## src/rtl/timekeeper_pkg.sv

```systemverilog
// Shared encodings and limits for the alarm timekeeper: FSM states,
// counter wrap values and the 24h -> 12h display mapping.
package timekeeper_pkg;

   typedef enum logic [1:0] {
      ST_IDLE    = 2'd0,
      ST_RINGING = 2'd1,
      ST_SNOOZED = 2'd2
   } tk_state_e;

   localparam logic [5:0] SEC_MAX  = 6'd59;
   localparam logic [5:0] MIN_MAX  = 6'd59;
   localparam logic [4:0] HOUR_MAX = 5'd23;

   // 0 shows as 12, 13..23 fold down to 1..11
   function automatic logic [4:0] hour_12h(input logic [4:0] h);
      logic [4:0] r;
      if (h == 5'd0)
         r = 5'd12;
      else if (h > 5'd12)
         r = h - 5'd12;
      else
         r = h;
      return r;
   endfunction

endpackage

```

## src/rtl/tk_bcd_split2.sv

```systemverilog
// Two-digit binary to BCD split for values 0..99 (purely combinational).
module tk_bcd_split2 (
   input  logic [6:0] i_bin,
   output logic [3:0] o_tens,
   output logic [3:0] o_ones
);

   assign o_tens = 4'(i_bin / 7'd10);
   assign o_ones = 4'(i_bin % 7'd10);

endmodule

```

## src/rtl/multi_alarm_timekeeper.sv

```systemverilog
// Seconds/minutes/hours timekeeper with N alarm slots, snooze and ring timeout.
// Time, slot storage and the ring FSM all live here; BCD display is combinational.
module multi_alarm_timekeeper
   import timekeeper_pkg::*;
#(
   parameter  int TICKS_PER_SEC  = 1000000,
   parameter  int N_ALARMS       = 4,
   parameter  int SNOOZE_MIN     = 5,
   parameter  int MAX_SNOOZE     = 3,
   parameter  int RING_TIMEOUT_S = 60,
   localparam int IDX_W          = (N_ALARMS > 1) ? $clog2(N_ALARMS) : 1
) (
   input  logic             i_clk,
   input  logic             i_reset,
   input  logic             i_min_inc,
   input  logic             i_hour_inc,
   input  logic             i_mode_12h,
   input  logic             i_alm_wr,
   input  logic [IDX_W-1:0] i_alm_idx,
   input  logic [4:0]       i_alm_hour,
   input  logic [5:0]       i_alm_min,
   input  logic             i_alm_en,
   input  logic             i_snooze,
   input  logic             i_dismiss,
   output logic [5:0]       o_sec,
   output logic [5:0]       o_min,
   output logic [4:0]       o_hour,
   output logic [3:0]       o_h10,
   output logic [3:0]       o_h1,
   output logic [3:0]       o_m10,
   output logic [3:0]       o_m1,
   output logic [3:0]       o_s10,
   output logic [3:0]       o_s1,
   output logic             o_pm,
   output logic             o_sec_tick,
   output logic             o_alarm,
   output logic [IDX_W-1:0] o_alarm_slot,
   output logic             o_alm_err
);

   localparam int CNT_W = $clog2(TICKS_PER_SEC);
   localparam int SNZ_W = (MAX_SNOOZE > 0) ? $clog2(MAX_SNOOZE + 1) : 1;
   localparam logic [CNT_W-1:0] CNT_LAST   = CNT_W'(TICKS_PER_SEC - 1);
   localparam logic [SNZ_W-1:0] SNZ_LIMIT  = SNZ_W'(MAX_SNOOZE);
   localparam logic [11:0]      SNOOZE_SEC = 12'(SNOOZE_MIN * 60);
   localparam logic [15:0]      RING_LAST  = 16'(RING_TIMEOUT_S - 1);

   logic [CNT_W-1:0] r_cnt;
   logic [5:0]       r_sec;
   logic [5:0]       r_min;
   logic [4:0]       r_hour;
   logic             r_sec_tick;

   logic [4:0]          r_alm_hour [N_ALARMS];
   logic [5:0]          r_alm_min  [N_ALARMS];
   logic [N_ALARMS-1:0] r_alm_en;
   logic                r_alm_err;

   tk_state_e        r_state;
   logic             r_alarm;
   logic [IDX_W-1:0] r_alarm_slot;
   logic [SNZ_W-1:0] r_snooze_cnt;
   logic [15:0]      r_ring_sec;
   logic [11:0]      r_wait_sec;

   logic             w_tick;
   logic             w_sec_wrap;
   logic             w_min_step;
   logic             w_hour_step;
   logic             w_wr_ok;
   logic             w_any_match;
   logic             w_hit;
   logic [IDX_W-1:0] w_win;
   logic [4:0]       w_hour_disp;

   // A coincident manual and carry increment collapse into a single step
   assign w_tick      = (r_cnt == CNT_LAST);
   assign w_sec_wrap  = w_tick && (r_sec == SEC_MAX);
   assign w_min_step  = w_sec_wrap || i_min_inc;
   assign w_hour_step = (w_sec_wrap && (r_min == MIN_MAX)) || i_hour_inc;

   always_ff @(posedge i_clk) begin
      if (i_reset) begin
         r_cnt      <= '0;
         r_sec      <= '0;
         r_min      <= '0;
         r_hour     <= '0;
         r_sec_tick <= 1'b0;
      end else begin
         r_sec_tick <= w_tick;
         if (w_tick) begin
            r_cnt <= '0;
            r_sec <= (r_sec == SEC_MAX) ? 6'd0 : r_sec + 6'd1;
         end else begin
            r_cnt <= r_cnt + CNT_W'(1);
         end
         if (w_min_step)
            r_min <= (r_min == MIN_MAX) ? 6'd0 : r_min + 6'd1;
         if (w_hour_step)
            r_hour <= (r_hour == HOUR_MAX) ? 5'd0 : r_hour + 5'd1;
      end
   end

   assign w_wr_ok = (i_alm_hour <= HOUR_MAX) && (i_alm_min <= MIN_MAX) &&
                    (int'({1'b0, i_alm_idx}) < N_ALARMS);

   always_ff @(posedge i_clk) begin
      if (i_reset) begin
         for (int k = 0; k < N_ALARMS; k++) begin
            r_alm_hour[k] <= '0;
            r_alm_min[k]  <= '0;
         end
         r_alm_en  <= '0;
         r_alm_err <= 1'b0;
      end else begin
         r_alm_err <= i_alm_wr && !w_wr_ok;
         for (int k = 0; k < N_ALARMS; k++) begin
            if (i_alm_wr && w_wr_ok && (i_alm_idx == IDX_W'(k))) begin
               r_alm_hour[k] <= i_alm_hour;
               r_alm_min[k]  <= i_alm_min;
               r_alm_en[k]   <= i_alm_en;
            end
         end
      end
   end

   // Descending scan so the lowest matching index is the one left standing
   always_comb begin
      w_any_match = 1'b0;
      w_win       = '0;
      for (int k = N_ALARMS - 1; k >= 0; k--) begin
         if (r_alm_en[k] && (r_alm_hour[k] == r_hour) && (r_alm_min[k] == r_min)) begin
            w_any_match = 1'b1;
            w_win       = IDX_W'(k);
         end
      end
   end

   // SEC only returns to 0 through a tick, so this excludes manual MIN/HOUR edits
   assign w_hit = w_any_match && r_sec_tick && (r_sec == 6'd0);

   always_ff @(posedge i_clk) begin
      if (i_reset) begin
         r_state      <= ST_IDLE;
         r_alarm      <= 1'b0;
         r_alarm_slot <= '0;
         r_snooze_cnt <= '0;
         r_ring_sec   <= '0;
         r_wait_sec   <= '0;
      end else begin
         case (r_state)
            ST_IDLE: begin
               if (w_hit) begin
                  r_state      <= ST_RINGING;
                  r_alarm      <= 1'b1;
                  r_alarm_slot <= w_win;
                  r_snooze_cnt <= '0;
                  r_ring_sec   <= '0;
               end
            end
            ST_RINGING: begin
               if (i_dismiss) begin
                  r_state <= ST_IDLE;
                  r_alarm <= 1'b0;
               end else if (i_snooze && (r_snooze_cnt < SNZ_LIMIT)) begin
                  r_state      <= ST_SNOOZED;
                  r_alarm      <= 1'b0;
                  r_snooze_cnt <= r_snooze_cnt + SNZ_W'(1);
                  r_wait_sec   <= SNOOZE_SEC;
               end else if ((RING_TIMEOUT_S != 0) && r_sec_tick) begin
                  if (r_ring_sec == RING_LAST) begin
                     r_state <= ST_IDLE;
                     r_alarm <= 1'b0;
                  end else begin
                     r_ring_sec <= r_ring_sec + 16'd1;
                  end
               end
            end
            ST_SNOOZED: begin
               if (i_dismiss) begin
                  r_state <= ST_IDLE;
                  r_alarm <= 1'b0;
               end else if (r_sec_tick) begin
                  if (r_wait_sec <= 12'd1) begin
                     r_state    <= ST_RINGING;
                     r_alarm    <= 1'b1;
                     r_ring_sec <= '0;
                  end else begin
                     r_wait_sec <= r_wait_sec - 12'd1;
                  end
               end
            end
            default: begin
               r_state <= ST_IDLE;
               r_alarm <= 1'b0;
            end
         endcase
      end
   end

   assign w_hour_disp = i_mode_12h ? hour_12h(r_hour) : r_hour;

   tk_bcd_split2 u_bcd_hour (.i_bin({2'b00, w_hour_disp}), .o_tens(o_h10), .o_ones(o_h1));
   tk_bcd_split2 u_bcd_min  (.i_bin({1'b0, r_min}),        .o_tens(o_m10), .o_ones(o_m1));
   tk_bcd_split2 u_bcd_sec  (.i_bin({1'b0, r_sec}),        .o_tens(o_s10), .o_ones(o_s1));

   assign o_sec        = r_sec;
   assign o_min        = r_min;
   assign o_hour       = r_hour;
   assign o_pm         = (r_hour >= 5'd12);
   assign o_sec_tick   = r_sec_tick;
   assign o_alarm      = r_alarm;
   assign o_alarm_slot = r_alarm_slot;
   assign o_alm_err    = r_alm_err;

endmodule

```

## config.mk

```make
export PLATFORM = sky130hd
export DESIGN_NAME = multi_alarm_timekeeper
export DESIGN_NICKNAME = d
export VERILOG_FILES = /design/src/rtl/timekeeper_pkg.sv /design/src/rtl/tk_bcd_split2.sv /design/src/rtl/multi_alarm_timekeeper.sv
export SDC_FILE = /design/constraint.sdc
export NUM_CORES = 1
export LEC_CHECK = 0
export BUFFER_PORTS_ARGS = -buffer_cell sky130_fd_sc_hd__buf_2
export CORE_MARGIN = 4
export CORE_UTILIZATION = 40
export CTS_BUF_LIST = sky130_fd_sc_hd__clkbuf_2 sky130_fd_sc_hd__clkbuf_4 sky130_fd_sc_hd__clkbuf_8
export DETAILED_ROUTE_END_ITERATION = 10
export GPL_TIMING_DRIVEN = 1
export PLACE_DENSITY = 0.69
export SLEW_MARGIN = 20
export SYNTH_ARGS = -nofsm -noshare
export SYNTH_HDL_FRONTEND = slang
export SYNTH_SLANG_ARGS = --single-unit
```

## constraint.sdc

```tcl
create_clock -name i_clk -period 12.6 [get_ports i_clk]
set_input_delay 3.78 -clock i_clk [delete_from_list [all_inputs] [get_ports i_clk]]
set_output_delay 3.78 -clock i_clk [all_outputs]
set_load 0.05 [all_outputs]
```

==> flow_summary_export.csv, run 1 <==
group,metric,value,unit
timing,setup_viol,0,
power_and_ir_drop,p_per_area,108.0,nW/um^2
die,start_util,0.4058,
synthesis,synth_flop_cell,"dfxtp_1",
detailed_routing,drt-initial-drc-count,275,
run,maxCapViolations,0,
power_and_ir_drop,vdd_ir_drop_max,0.05629,mV
timing,rsz0062_at_grt,"no",
detailed_routing,drt-wirelength-per-cell,13.96,um
synthesis,synth_top_area_share,0.2233,
critical_path,worst-endpoint-required,8820,ps
cts,cts_buffer_depth,2,
cts,cts_sinks,122,
die,floorplan.io_pins,69,
cts,ctsHoldBuffers,0,
timing,fin_crit_sh,0.8479,
critical_path,critical_path_peak_fanout,5,
die,dieWidth,140.2,um
layout,drive_gt1_frac,0.1476,
run_status,outcome,"finished clean",
synthesis,synthCells,755,
detailed_routing,dr_total_vias,5391,
critical_path,worstSetupStartpointType,"input pin",
placed_design,place_ws,1926,ps
critical_path,path_class,"in -> out",
cts,tritoncts,"yes",
placed_design,dpl.hpwl,10540,um
synthesis,synth_area_leader_cell,"dfxtp_1",
timing,setup_ws,1916,ps
cts,clk-insertion-delay-late,430,ps
timing,tightest_slew,1027,ps
layout,fin_util,0.4546,
die,fp.dieH,140.2,um
cts,postCtsResizedCells,0,
cts,cts_buffers,17,
timing,hold_slack,458.9,ps
timing,fin_crit,10680,ps
synthesis,synth_area,6994,um^2
detailed_routing,firstDrtPassIters,4,
power_and_ir_drop,power.leakage,2.911,nW
cts,cts_htree_levels,4,
synthesis,synth_warnings,0,
detailed_routing,vias_per_cell,5.154,
cts,cts.clk_slew.worst_paths,70,ps
synthesis,synth_top_cells_by_area,"dfxtp_1 22%, edfxtp_1 19%, xnor2_1 8.8%",
critical_path,end_kind,"output pin",
layout,area_growth,12.02,%
hold_path,holdCritPathClass,"reg -> reg",
timing,clock_skew,11.14,ps
synthesis,yosysSeqAreaShare,0.4122,
synthesis,synth.most_common_cell,"dfxtp_1",
layout,layout.cells.non_filler,1046,
global_route,antenna_found_initial,1,
synthesis,ys_ff_latch,122,
critical_path,arrival,6900,ps
placed_design,placed_cells,1013,
cts,postCtsSetupRepairBufs,0,
placed_design,gp_congestion,0.8053,
global_route,grt_pass1_wl,24860,um
placed_design,portBuffers,64,
timing,fmax,0.09360,GHz
timing,hold_viol,0,
detailed_routing,drt-total-wl,14610,um
synthesis,netlist-cell-type-count,68,
synthesis,synth_edf_count,44,
timing,fin_tns_setup,0,ps
timing,slew_headroom,0.3099,
global_route,grt_pass1_vias,5135,
synthesis,synth_common_cells,"78 x dfxtp_1, 70 x xnor2_1, 61 x nor2_1",
global_route,gr-usage-all-layers,0.1540,
timing,slew_viol_final,0,
die,coreArea,17240,um^2
synthesis,syn_area_per_cell,9.264,um^2
die,rows,48,
cts,cts_root_buf,"clkbuf_8",
detailed_routing,drc,0,
synthesis,async_flop_share,0,
detailed_routing,ant_nets,0,
global_route,grt_max_degree,31,
global_route,grt-ovfl-total,0,
layout,fin_nets,857,
die,die_area,19660,um^2
-- flip-flops by register name, indices dropped and copies added, names as in the netlist --
signal / flops
o_alarm: 1
o_sec: 6
r_state: 2
o_sec_tick: 1
r_alm_hour: 20
r_alm_min: 24
r_alm_en: 4
r_snooze_cnt: 2
r_wait_sec: 12
o_alm_err: 1
o_hour: 5
o_min: 6
o_alarm_slot: 2
r_cnt: 20
r_ring_sec: 16
-- per-layer routing --
| metal | routed length, um | GRT usage |
|---|---|---|
| met2 | 6916 | 0.2477 |
| met3 | 670 | 0.04199 |
| met1 | 6785 | 0.1997 |
| met4 | 225 | 0.05405 |
| met5 | 7 | 0 |
-- where the power goes --
| group | internal (W) | switching, W |
|---|---|---|
| Sequential | 0.000421 | 0.0000106 |
| Combinational | 0.0000292 | 0.0000540 |
| Clock | 0.000182 | 0.000149 |
-- layout by cell type, fill, tap and decap left out, types with 17 or more instances in the layout --
cell type  netlist  routed
buf_2            5      64
xor2_1          23      23
a21oi_1         24      24
nand2_1         43      43
nor2_1          61      61
nand4_1         29      29
edfxtp_1        44      44
and2_1          48      48
inv_1           42      42
ha_1            28      28
clkbuf_8         0      21
o21ai_0         25      25
nand3_1         26      26
xnor2_1         70      70
dfxtp_1         78      78
nor3_1          19      17
-- critical path: stages --
cell       delay, ps
buf_2            120
nand4b_1         170
inv_2             70
nor4_1           520
nor2_1           190
inv_1             90
ha_1             140
inv_1             40
ha_1             200
a31oi_1          310
xor2_1           140
ha_1             230
o311a_1          120
o2bb2ai_1        280
mux2i_1          230
buf_2            280
-- worst paths after layout --
| check | startpoint | end | slack (ps) | cells past startpoint |
|---|---|---|---|---|
| max | i_mode_12h | o_h1[2] | 1920 | 16 |
| min | r_cnt[0]$_SDFF_PP0_ | r_cnt[0]$_SDFF_PP0_ | 460 | 1 |
| min reg2reg | r_cnt[0]$_SDFF_PP0_ | r_cnt[0]$_SDFF_PP0_ | 460 | 1 |
| max reg2reg | o_min[2]$_SDFFE_PP0P_ | r_ring_sec[8]$_SDFFE_PP0P_ | 9620 | 7 |
-- layout make-up --
type                    count  area, um^2
multi-input cells         556        3787
clock buffers              24       311.5
clock inverters             8       68.82
diodes                      1       2.502
repair buffers             66       335.3
well taps                 225       281.5
inverters                  44       165.2
fillers                  1643        9402
flip-flops and latches    122        2883
-- per-stage QoR --
step                      cell area [um^2]   power, W
final                                 7835  0.0008460
after global routing                  7833  0.0008832
after CTS                             7811  0.0008560
after detailed placement              7431  0.0005238
after global placement                7426  0.0005216
after floorplan                       7005  0.0005028
-- logic make-up after synthesis --
family,after synthesis,share of synthesized area
flops,122,0.4122
mux,12,0.01735
fa+ha+maj,28,0.05009
simple gates,303,0.2381
xor+xnor,93,0.1165
buf+inv,80,0.05241
other cells,1,0.0005362
compound gates,116,0.1129
(Power assumes the default switching activity.)
==> run 2: changes to the inputs <==
PLACE_DENSITY = 0.71   (was 0.69)
clock period = 8.9 ns   (was 12.6 ns; I/O delays follow)
==> flow_summary_export.csv, run 2 (same netlist as run 1, synthesis figures left out) <==
group,metric,value,unit
cts,clk-insertion-delay-late,450,ps
detailed_routing,drc,0,
die,start_util,0.4058,
layout,fin_util,0.4589,
power_and_ir_drop,power.leakage,2.939,nW
global_route,grt_pass1_wl,24340,um
cts,cts_sinks,122,
power_and_ir_drop,p_per_area,162.4,nW/um^2
die,coreArea,17240,um^2
detailed_routing,ant_nets,0,
layout,antenna-diode-count,0,
layout,area_growth,13.09,%
layout,final_common_cell,"dfxtp_1",
global_route,grt_pass1_vias,4938,
layout,stdcell_area,7910,um^2
power_and_ir_drop,sw_frac_of_total,0.2438,
global_route,gr-usage-all-layers,0.1515,
detailed_routing,drt-initial-drc-count,237,
timing,fin_tns_setup,0,ps
die,floorplan.io_pins,69,
critical_path,critical_path_peak_fanout,5,
cts,cts_buffers,17,
critical_path,arrival,5910,ps
detailed_routing,firstDrtPassIters,5,
timing,fin_crit,8579,ps
cts,tritoncts,"yes",
run_status,outcome,"finished clean",
detailed_routing,drt-total-wl,14850,um
cts,cts_htree_levels,4,
layout,top_regs,"r_alm_min x24, r_alm_hour x20, r_cnt x20",
timing,slew_viol_final,0,
critical_path,path_class,"in -> out",
timing,clock_skew,13.41,ps
power_and_ir_drop,vdd_ir_drop_max,0.08002,mV
timing,slew_headroom,0.4393,
timing,hold_viol,0,
placed_design,dpl_cell_area,7450,um^2
die,rows,48,
layout,fin_nets,859,
timing,tightest_slew,837.9,ps
timing,fin_crit_sh,0.9639,
die,fp.dieH,140.2,um
critical_path,worst-endpoint-required,6230,ps
run,maxCapViolations,0,
placed_design,dpl.hpwl,10650,um
cts,postCtsResizedCells,0,
timing,rsz0062_at_grt,"no",
detailed_routing,drt-wirelength-per-cell,14.18,um
placed_design,gp_congestion,0.8091,
cts,cts_root_buf,"clkbuf_8",
layout,layout_common_cells,"78 x dfxtp_1, 70 x xnor2_1, 64 x buf_2",
critical_path,end_kind,"output pin",
hold_path,holdCritPathClass,"reg -> reg",
layout,largest_reg_flops,24,
power_and_ir_drop,comb_power_share,0.093,
critical_path,worstSetupStartpointType,"input pin",
die,dieWidth,140.2,um
die,die_area,19660,um^2
detailed_routing,vias_per_cell,5.099,
cts,postCtsSetupRepairBufs,0,
cts,ctsHoldBuffers,0,
power_and_ir_drop,p_clk_frac,0.432,
global_route,grt_max_degree,31,
power_and_ir_drop,p_switching,0.0003131,W
cts,cts_buffer_depth,2,
power_and_ir_drop,p_seq_frac,0.476,
global_route,antenna_found_initial,1,
layout,largest_register,"r_alm_min",
layout,drive_gt1_frac,0.1472,
global_route,grt-ovfl-total,0,
placed_design,portBuffers,64,
cts,cts.clk_slew.worst_paths,70,ps
timing,setup_viol,0,
detailed_routing,dr_total_vias,5339,
power_and_ir_drop,p_int,0.0009713,W
timing,fmax,0.1166,GHz
run 2: changes by cell type in the layout (fill, tap and decap cells not counted), sizes merged:
cell,before,now
buf,66,68
clkbuf,24,18
diode,1,0
bufinv,1,5
clkinvlp,1,2
clkinv,5,6
run 2: power by group through the flow:
| stage | Combinational [W] | Clock, W | Sequential (W) |
|---|---|---|---|
| 2_1_floorplan | 0.0000890 | 0 | 0.000624 |
| 6_report | 0.000119 | 0.000554 | 0.000611 |
| 4_1_cts | 0.000119 | 0.000569 | 0.000611 |
| 3_3_place_gp | 0.000117 | 0 | 0.000623 |
| 5_1_grt | 0.000130 | 0.000592 | 0.000613 |
| 3_5_place_dp | 0.000118 | 0 | 0.000624 |
run 2: cell type report:
class	instances	area [um^2]
timing repair buffer	68	350.3
tap	225	281.5
sequential	122	2883
multi-input combinational	556	3787
fill	1652	9326
inverter	44	165.2
clock buffer	18	241.5
clock inverter	14	201.4
run 2: per-layer routing:
metal  global-route usage  wire [um]  vias up
li1                     -          -     2752
met3              0.03756        659       22
met1               0.2015       7029     2473
met2               0.2384       6870       90
met4              0.05762        280        2
met5                    0          7        -
run 2: path summary, 6_finish.rpt:
check / slack [ps] / cells after the start / end / start
max: 320 / 16 / o_h1[2] / i_mode_12h
min: 470 / 1 / r_cnt[0]$_SDFF_PP0_ / r_cnt[0]$_SDFF_PP0_
max reg2reg: 5950 / 7 / r_ring_sec[8]$_SDFFE_PP0P_ / o_min[2]$_SDFFE_PP0P_
min reg2reg: 470 / 1 / r_cnt[0]$_SDFF_PP0_ / r_cnt[0]$_SDFF_PP0_
run 2: metrics by stage:
| stage | hold WS [ps] | power, W | cells | setup slack, ps |
|---|---|---|---|---|
| floorplan | 426.0 | 0.0007127 | 758 | 13.48 |
| global route | 489.1 | 0.001335 | 1047 | 3.018 |
| CTS | 471.3 | 0.001299 | 1047 | 311.7 |
| finish | 472.6 | 0.001284 | 1047 | 321.0 |
| global placement | 441.5 | 0.0007396 | 1015 | 494.0 |
| detailed placement | 455.1 | 0.0007423 | 1015 | 315.1 |
run 2: critical path: stages:
cell       delay, ps
buf_2            130
nand4b_1         170
inv_2             70
nor4_1           570
nor2_1           170
inv_1            100
ha_1             140
inv_1             40
ha_1             200
a31oi_1          310
xor2_1           160
ha_1             230
o311a_1          110
o2bb2ai_1        300
mux2i_2          240
buf_2            280
